**config.mk**
```make
export PLATFORM = sky130hd
export DESIGN_NAME = debug_trace_reader
export DESIGN_NICKNAME = d
export VERILOG_FILES = /design/src/rtl/debug_trace_reader.sv
export SDC_FILE = /design/constraint.sdc
export NUM_CORES = 1
export LEC_CHECK = 0
export BUFFER_PORTS_ARGS = -buffer_cell sky130_fd_sc_hd__buf_4
export CORE_ASPECT_RATIO = 0.8
export CORE_MARGIN = 4
export CORE_UTILIZATION = 50
export DETAILED_ROUTE_END_ITERATION = 8
export PLACE_DENSITY = 0.67
export SLEW_MARGIN = 0
export SYNTH_ARGS = -nofsm -noshare
export SYNTH_HDL_FRONTEND = slang
export SYNTH_SLANG_ARGS = --single-unit
```
**constraint.sdc**
```tcl
create_clock -name clk_i -period 2.83 [get_ports clk_i]
set_input_delay 0.283 -clock clk_i [delete_from_list [all_inputs] [get_ports clk_i]]
set_output_delay 0.283 -clock clk_i [all_outputs]
set_load 0.01 [all_outputs]
```
**src/rtl/debug_trace_reader.sv**
```systemverilog
// debug_trace_reader
//
// Consumer end of the per-cycle commit debug interface. Every instruction
// committed while capturing is stored in a circular trace FIFO with a
// sequence tag and a flag marking non-sequential flow (anything other than
// previous PC + 4, plus the first commit after arm). An optional PC trigger
// freezes capture. A host drains the FIFO through a show-ahead valid/ready port.
//
// Ports
//   clk_i         system clock
//   rst_ni        asynchronous active-low reset
//   pc_i          committed PC
//   valid_inst_i  pc_i is a committed instruction this cycle
//   arm_i         pulse: flush FIFO, clear overflow/tag/counter, start capture
//   trig_en_i     enable freeze-on-PC trigger
//   trig_pc_i     trigger PC
//   rd_ready_i    host accepts the head entry
//   rd_valid_o    FIFO not empty
//   rd_pc_o       head entry PC
//   rd_tag_o      head entry sequence tag
//   rd_jump_o     head entry is non-sequential
//   count_o       entries held, 0..DEPTH
//   overflow_o    sticky: a commit was dropped since arm
//   state_o       00 idle, 01 capture, 10 frozen
//   inst_cnt_o    commits seen while capturing since arm

module debug_trace_reader #(
    parameter int unsigned DEPTH = 16,
    parameter int unsigned TAG_W = 8,
    parameter int unsigned CNT_W = $clog2(DEPTH) + 1
) (
    input  logic             clk_i,
    input  logic             rst_ni,
    input  logic [31:0]      pc_i,
    input  logic             valid_inst_i,
    input  logic             arm_i,
    input  logic             trig_en_i,
    input  logic [31:0]      trig_pc_i,
    input  logic             rd_ready_i,
    output logic             rd_valid_o,
    output logic [31:0]      rd_pc_o,
    output logic [TAG_W-1:0] rd_tag_o,
    output logic             rd_jump_o,
    output logic [CNT_W-1:0] count_o,
    output logic             overflow_o,
    output logic [1:0]       state_o,
    output logic [31:0]      inst_cnt_o
);

    localparam int unsigned PtrW = $clog2(DEPTH);
    localparam logic [CNT_W-1:0] Full = CNT_W'(DEPTH);

    typedef enum logic [1:0] {
        StIdle    = 2'b00,
        StCapture = 2'b01,
        StFrozen  = 2'b10
    } state_e;

    state_e state_q, state_d;

    logic [31:0]      mem_pc   [DEPTH];
    logic [TAG_W-1:0] mem_tag  [DEPTH];
    logic             mem_jump [DEPTH];

    logic [PtrW-1:0]  wptr_q, wptr_d;
    logic [PtrW-1:0]  rptr_q, rptr_d;
    logic [CNT_W-1:0] count_q, count_d;
    logic             overflow_q, overflow_d;
    logic [TAG_W-1:0] tag_q, tag_d;
    logic [31:0]      inst_cnt_q, inst_cnt_d;
    logic [31:0]      prev_pc_q, prev_pc_d;
    logic             first_q, first_d;

    logic not_empty;
    logic commit;
    logic pop;
    logic push;
    logic drop;
    logic trig_hit;
    logic entry_jump;

    assign not_empty = (count_q != '0);

    // arm wins over both a same-cycle commit and a same-cycle pop
    assign commit   = valid_inst_i && (state_q == StCapture) && !arm_i;
    assign pop      = not_empty && rd_ready_i && !arm_i;
    // when full, a same-cycle pop frees the slot the new entry takes
    assign push     = commit && ((count_q != Full) || pop);
    assign drop     = commit && !push;
    assign trig_hit = commit && trig_en_i && (pc_i == trig_pc_i);

    assign entry_jump = first_q || (pc_i != (prev_pc_q + 32'd4));

    // ---------------------------------------------------------------- FSM
    always_ff @(posedge clk_i or negedge rst_ni) begin
        if (!rst_ni) begin
            state_q <= StIdle;
        end else begin
            state_q <= state_d;
        end
    end

    always_comb begin
        state_d = state_q;
        unique case (state_q)
            StIdle: begin
                if (arm_i) state_d = StCapture;
            end
            StCapture: begin
                if (arm_i) begin
                    state_d = StCapture;
                end else if (trig_hit) begin
                    state_d = StFrozen;
                end
            end
            StFrozen: begin
                if (arm_i) state_d = StCapture;
            end
            default: state_d = StIdle;
        endcase
    end

    // Read data is forced to zero when empty so reset leaves all outputs at 0
    // without needing to reset the storage array.
    always_comb begin
        state_o    = state_q;
        rd_valid_o = not_empty;
        rd_pc_o    = '0;
        rd_tag_o   = '0;
        rd_jump_o  = 1'b0;
        if (not_empty) begin
            rd_pc_o   = mem_pc[rptr_q];
            rd_tag_o  = mem_tag[rptr_q];
            rd_jump_o = mem_jump[rptr_q];
        end
        count_o    = count_q;
        overflow_o = overflow_q;
        inst_cnt_o = inst_cnt_q;
    end

    // ------------------------------------------------------ FIFO control
    always_comb begin
        wptr_d     = wptr_q;
        rptr_d     = rptr_q;
        count_d    = count_q;
        overflow_d = overflow_q;
        tag_d      = tag_q;
        inst_cnt_d = inst_cnt_q;
        prev_pc_d  = prev_pc_q;
        first_d    = first_q;

        if (arm_i) begin
            wptr_d     = '0;
            rptr_d     = '0;
            count_d    = '0;
            overflow_d = 1'b0;
            tag_d      = '0;
            inst_cnt_d = '0;
            first_d    = 1'b1;
        end else begin
            if (push) wptr_d = wptr_q + 1'b1;
            if (pop)  rptr_d = rptr_q + 1'b1;
            if (push && !pop) begin
                count_d = count_q + 1'b1;
            end else if (pop && !push) begin
                count_d = count_q - 1'b1;
            end
            if (drop) overflow_d = 1'b1;
            // tag and counter advance even on a drop so the gap shows the loss
            if (commit) begin
                tag_d      = tag_q + 1'b1;
                inst_cnt_d = inst_cnt_q + 32'd1;
                prev_pc_d  = pc_i;
                first_d    = 1'b0;
            end
        end
    end

    always_ff @(posedge clk_i or negedge rst_ni) begin
        if (!rst_ni) begin
            wptr_q     <= '0;
            rptr_q     <= '0;
            count_q    <= '0;
            overflow_q <= 1'b0;
            tag_q      <= '0;
            inst_cnt_q <= '0;
            prev_pc_q  <= '0;
            first_q    <= 1'b1;
        end else begin
            wptr_q     <= wptr_d;
            rptr_q     <= rptr_d;
            count_q    <= count_d;
            overflow_q <= overflow_d;
            tag_q      <= tag_d;
            inst_cnt_q <= inst_cnt_d;
            prev_pc_q  <= prev_pc_d;
            first_q    <= first_d;
        end
    end

    always_ff @(posedge clk_i) begin
        if (push) begin
            mem_pc[wptr_q]   <= pc_i;
            mem_tag[wptr_q]  <= tag_q;
            mem_jump[wptr_q] <= entry_jump;
        end
    end

endmodule

```
==> results of run 1 <==
layout by cell type, fill, tap and decap left out, types with 11 or more instances in the layout:
cell type,count
a211oi_2,38
a21oi_1,34
a21oi_2,24
and2_2,17
and3_1,11
buf_12,39
buf_16,15
buf_4,250
buf_6,15
buf_8,16
clkbuf_1,14
clkbuf_16,90
clkinv_2,15
dfrtp_1,84
edfxtp_1,656
ha_1,11
inv_1,12
mux2_2,59
mux2_4,16
mux2i_1,118
mux4_2,82
nand2_1,77
nand3_1,24
nand4_1,33
nor2_1,62
o21ai_0,14
o21ai_1,16
o21ai_2,26
o221ai_2,31
o22ai_2,33
xnor2_1,40
xor2_1,73
power by group:
part	switching [W]	internal [W]
sequential	0.000231	0.0122
clock	0.00410	0.00562
combinational	0.00345	0.00374
total	0.00778	0.0216
repair_timing:
| item | 4_1_cts | 5_1_grt |
|---|---|---|
| pin swaps | 60 | 105 |
| setup endpoints to repair | 57 | 58 |
| endpoints found under the hold margin | 75 | 0 |
| hold buffers | 8 | 0 |
| buffers inserted | 22 | 20 |
| gates resized for setup | 195 | 142 |
| cloned | 16 | 12 |
logic make-up (layout without fill, tap and decap cells):
group / count (synthesis) / count (layout) / share of synthesized area
buffers and inverters: 106 / 499 / 0.0134
xor gates and xnor gates: 113 / 113 / 0.0322
muxes: 282 / 282 / 0.128
adders and majority gates: 13 / 13 / 0.00554
and+or+nand+nor: 294 / 297 / 0.0497
AOI/OAI and AO/OA: 268 / 268 / 0.0567
DFF: 745 / 745 / 0.714
worst reg2reg max path: cells and delay by family, from the launching register on:
kind | cells | cell delay (ns)
multiplexers | 1 | 0.22
flip-flops | 1 | 0.41
buffers and inverters | 1 | 0.13
AND/OR/NAND/NOR | 6 | 1.94
per-stage QoR:
stage	total power (W)	instance area (sq um)	setup TNS, ns	instances
2_1_floorplan	0.0157	30700	-0.0342	1821
3_3_place_gp	0.0179	33900	-2.97	2832
4_1_cts	0.0287	37700	-2.90	3010
5_1_grt	0.0304	38800	-7.87	3037
3_5_place_dp	0.0179	33900	-4.01	2832
6_report	0.0294	38800	-3.65	3037
per-layer routing:
| layer | up-vias | share of wire | GRT usage | wire length [um] |
|---|---|---|---|---|
| met5 | - | 0 | 0 | 0 |
| met4 | 0 | 0.027 | 0.0703 | 2240 |
| met3 | 139 | 0.089 | 0.0685 | 7510 |
| met2 | 855 | 0.47 | 0.395 | 40000 |
| met1 | 9670 | 0.41 | 0.355 | 34700 |
| li1 | 7968 | - | - | - |
worst paths after layout:
path | start | to | slack (ns) | cells past startpoint
min in group asynchronous | rst_ni | inst_cnt_o[24] | 0.26 | 2
max | prev_pc_q[2] | mem_jump[12] | -0.16 | 8
min reg2reg | first_q | first_q | 0.51 | 1
min | pc_i[17] | mem_pc[10][17] | 0.04 | 1
max reg2reg | prev_pc_q[2] | mem_jump[12] | -0.16 | 8
max in group asynchronous | rst_ni | inst_cnt_o[4] | 1.89 | 3
sequential cells by signal, summed over array words and instances (netlist names):
| name | cells |
|---|---|
| mem_pc | 512 |
| inst_cnt_o | 32 |
| state_o | 2 |
| prev_pc_q | 32 |
| mem_tag | 128 |
| mem_jump | 16 |
| first_q | 1 |
| rptr_q | 4 |
| count_o | 5 |
| tag_q | 8 |
| overflow_o | 1 |
| wptr_q | 4 |
final cells by class:
class,count,area (sq um),share of cell area
clock buffer,99,2110,0.0545
timing repair buffer,354,3830,0.0989
multi-input combinational,973,9530,0.246
tap,820,1030,0.0265
sequential,745,21900,0.566
inverter,12,45.0,0.00116
clock inverter,34,278,0.00717
==> qor.csv, run 1 <==
metric,value,unit
cell_type_with_the_highest_aggregate_area_in_the_netlist,edfxtp_1,
die_area,65500,sq um
top_fanout_value_on_the_critical_path,8,
power.density,757,nW/um^2
clock_sink_count,745,
ys_warn_count,0,
rsz0062_at_grt,true,
grt_start_max_net_pins,55,
grt_pass1_vias,18549,
core_area,60300,sq um
layout_setup_ws,-0.162,ns
cts_buffer_count,74,
wire_per_inst,27.8,um
synthDistinctLibCells,69,
clkTransAtPathRegs,0.06,ns
chipHeight,230,um
outcome,"finished, violations left",
layout.filler_cells,4230,
critPathCaptureType,register,
final_net_count,2243,
drt-total-wl,84400,um
maxClockFrequency,334,MHz
cp_slowest_cell,or4_4,
via_count,18632,
clkLatencyLatePin,0.62,ns
grt_util_all_layers,0.253,
synth_seq_cells,745,
finalWeightedCongestion,0.897,
drc,0,
synth-async-reset-ratio,0.119,
antenna_cells,0,
slew_at_the_pin_closest_to_its_max_slew_limit,0.875,ns
postSynthCellCount,1821,
clockBufferDepth,3,
global_route.overflow_total,0,
crit_path_frequent_cell,nand4_1,
max_slew_margin,0.411,
cts_tree,built,
design.portCount,152,
ir_worst_vdd,0.541,mV
seq_area_frac_synth,0.714,
post-route-period-util,1.06,
antenna_found_initial,0,
chipWidth,285,um
cp.arrival,3.32,ns
timing.critical_path.slowest_cell_delay,0.60,ns
ys.flop_type,edfxtp_1,
synth_edf_count,656,
synth.top_cell.area_share,0.641,
synth_commonest_cells,"edfxtp_1 (656), mux2i_1 (125), dfrtp_1 (88)",
worst-endpoint-required,3.16,ns
detail_route.first_pass.iterations,6,
drive_gt1_frac,0.375,
syn2layout_area_growth,26.2,%
dp_worst_setup_slack,-0.251,ns
crit_chain,buf_6 > nand4_1 > nor3_4 > nand4_1 > mux2_4 > nand4_1 > or4_4 > or4_4,
report.final.slew_viol_count,0,
floorplan.initialDensity,0.510,
clock_tree.root_cell,clkbuf_16,
place_hpwl,46400,um
postSynthNetCount,1904,
placement.io_buffers,151,
post_synth_main_area_contributors,"edfxtp_1 (64%), dfrtp_1 (7.2%), mux4_2 (6.0%)",
synthesized_area_per_cell,16.9,sq um
wire_length_of_the_first_global_routing_pass,122000,um
critPathBufInv,1,
post-synth-top-count-cell,edfxtp_1,
max_cap_viol_count,0,
setup_crit_start_kind,register,
worstHoldPathType,primary input to register,
violations,setup timing,
hold_violations,0,
critical_path_class,register to register,
finalSetupViolations,45,
min_period,2.99,ns
post_route_hold_slack,0.0391,ns
ant_nets,0,
power.leakage,13.2,nW
number_of_drc_violations_after_detailed_routing_iteration_0,2118,
fp-row-count,80,
final_core_util,0.643,
timing.critical_path.max_delay_family,simple AND/OR/NAND/NOR gates,
drt-vias-per-instance,6.14,
final.setup_skew,0.0232,ns
cts.htree.levels,3,
mappedNetlistArea,30700,sq um
Power figures use the tool's default switching activity.
==> run 2: changes to the inputs <==
==> constraint.sdc (replaced) <==
create_clock -name clk_i -period 2.7 [get_ports clk_i]
set_input_delay 0.27 -clock clk_i [delete_from_list [all_inputs] [get_ports clk_i]]
set_output_delay 0.27 -clock clk_i [all_outputs]
set_load 0.01 [all_outputs]
==> run 2 against run 1 <==
The run still ends with setup timing left. Final cell count is 0.43% higher. Sequential share of layout area increased by 0.93 points. First-iteration DRC count increased by 4.2%. Cell area decreased by 1.6%. Global-route usage down 0.58 points. Total power grew 2.7%. Sequential power is 5% higher. Count of clock-buffer cells in the layout is 16 lower. Register-to-register slack worse by 0.04 ns.
==> qor.csv, run 2 (synthesis results as in run 1) <==
metric,value,unit
clockBufferDepth,3,
most_flops_register,mem_pc,
drive_gt1_frac,0.343,
cp.arrival,2.65,ns
number_of_drc_violations_after_detailed_routing_iteration_0,2206,
worst_r2r_path_depth,8,
final_core_util,0.633,
report.final.slew_viol_count,0,
place_hpwl,46200,um
post-route-period-util,1.08,
ir_worst_vdd,0.550,mV
cts_buffer_count,73,
drc,0,
critical_path_class,register to output port,
power.density,791,nW/um^2
max_cap_viol_count,0,
worst_r2r_startpoint,prev_pc_q[3],
grt_start_max_net_pins,66,
drt-vias-per-instance,6.07,
final.setup_skew,0.0192,ns
power.leakage,13.1,nW
wire_length_of_the_first_global_routing_pass,120000,um
met1_routing_resource_usage_after_global_routing,0.370,
hold_violations,0,
top_fanout_value_on_the_critical_path,8,
max_slew_margin,0.359,
critPathCaptureType,output port,
layout.filler_cells,4290,
grt_util_all_layers,0.247,
clock_tree.root_cell,clkbuf_16,
slew_at_the_pin_closest_to_its_max_slew_limit,0.961,ns
antenna_found_initial,1,
most-common-layout-cells,"edfxtp_1 (656), buf_4 (291), mux2i_1 (122)",
worstHoldPathType,primary input to register,
core_area,60300,sq um
chipHeight,230,um
busiest_metal_layer_after_global_routing,met2,
post_route_hold_slack,0.0345,ns
dp_worst_setup_slack,-0.221,ns
clkTransAtPathRegs,0.06,ns
global_route.overflow_total,0,
via_count,18516,
timing.hold.worst_path_depth,1,
cts_tree,built,
clkLatencyLatePin,0.61,ns
cts.htree.levels,3,
die_area,65500,sq um
worst-endpoint-required,2.43,ns
design.portCount,152,
sequential_cell_area,21900,sq um
setup_crit_start_kind,register,
min_period,2.92,ns
largest_register_ffs,512,
r2r-end,mem_jump[12],
layout_setup_ws,-0.222,ns
largestRegisters,"mem_pc x512, mem_tag x128",
syn2layout_area_growth,24.2,%
min_from,pc_i[16],
maxClockFrequency,342,MHz
multi_input_area,9060,sq um
finalWeightedCongestion,0.887,
gr-usage-met3,0.0390,
rsz0062_at_grt,true,
grt_pass1_vias,18348,
tns,-8.75,ns
clock_sink_count,745,
violations,setup timing,
ant_nets,0,
grt.met2_usage,0.390,
final_common_cell,edfxtp_1,
worstHoldEndpoint,mem_pc[6][16],
floorplan.initialDensity,0.510,
finalSetupViolations,57,
reg2reg_slack,-0.20,ns
detail_route.first_pass.iterations,5,
chipWidth,285,um
drt-total-wl,83000,um
antenna_cells,0,
fp-row-count,80,
outcome,"finished, violations left",
final_net_count,2258,
placement.io_buffers,151,
wire_per_inst,27.2,um
==> run 2: cell types whose count changed in the layout (fill, tap and decap cells not counted), sizes merged <==
cell / previous run / this run
buf: 335 / 352
bufinv: 4 / 9
clkbuf: 110 / 90
clkinv: 26 / 33
clkinvlp: 1 / 2
dlygate4sd3: 8 / 13
nand2b: 7 / 5
==> run 2: worst max path at each step <==
stage                     depth (start not counted)  slack, ns          end         start
after floorplan                                  12      -0.16   count_o[4]    count_o[0]
after global placement                            7      -0.21  mem_jump[4]  prev_pc_q[2]
after detailed placement                          7      -0.22  mem_jump[7]  prev_pc_q[3]
after CTS                                         9      -0.23   rd_pc_o[8]     rptr_q[0]
after global routing                             10      -0.31   rd_pc_o[8]     rptr_q[0]
final                                            10      -0.22   rd_pc_o[8]     rptr_q[0]
==> run 2: stage by stage <==
step	area [sq um]	total power, W	cells
finish	38100	0.0302	3050
detailed placement	34100	0.0189	2847
floorplan	30800	0.0165	1821
global route	38100	0.0313	3050
CTS	37500	0.0299	3029
global placement	34100	0.0189	2847
==> run 2: worst max-delay path: stages, from the launching register on <==
cell and delay, ns:
dfrtp_4 0.51, buf_12 0.18, buf_16 0.16, buf_16 0.14, buf_12 0.14, mux2_4 0.30, a21oi_2 0.13, o21ai_2 0.09
o22ai_2 0.13, a211oi_2 0.07, buf_4 0.18
==> run 2: final cells by class <==
class,count,area share
Multi-Input combinational cell,971,0.238
Sequential cell,745,0.575
Timing Repair Buffer,372,0.0967
Tap cell,820,0.0269
Clock inverter,47,0.0123
Clock buffer,83,0.0500
Inverter,12,0.00118
==> run 2: power by group <==
group / internal, W / total [W] / switching [W]
Sequential: 0.0128 / 0.0130 / 0.000217
Clock: 0.00594 / 0.0102 / 0.00422
Combinational: 0.00356 / 0.00698 / 0.00342
Total: 0.0223 / 0.0302 / 0.00786
==> run 2: routing by layer <==
metal | up-vias | part of all wire
li1 | 7969 | -
met4 | 0 | 0.020
met3 | 115 | 0.090
met5 | - | 0
met2 | 878 | 0.47
met1 | 9554 | 0.42
==> run 2: repair_timing <==
| action | in CTS | in global routing |
|---|---|---|
| buffers inserted | 30 | 17 |
| endpoints found under the hold margin | 117 | 0 |
| pin swaps | 41 | 36 |
| cloned | 9 | 8 |
| gates resized for setup | 99 | 95 |
| endpoints found under the setup margin | 57 | 59 |
| hold buffers | 13 | 0 |
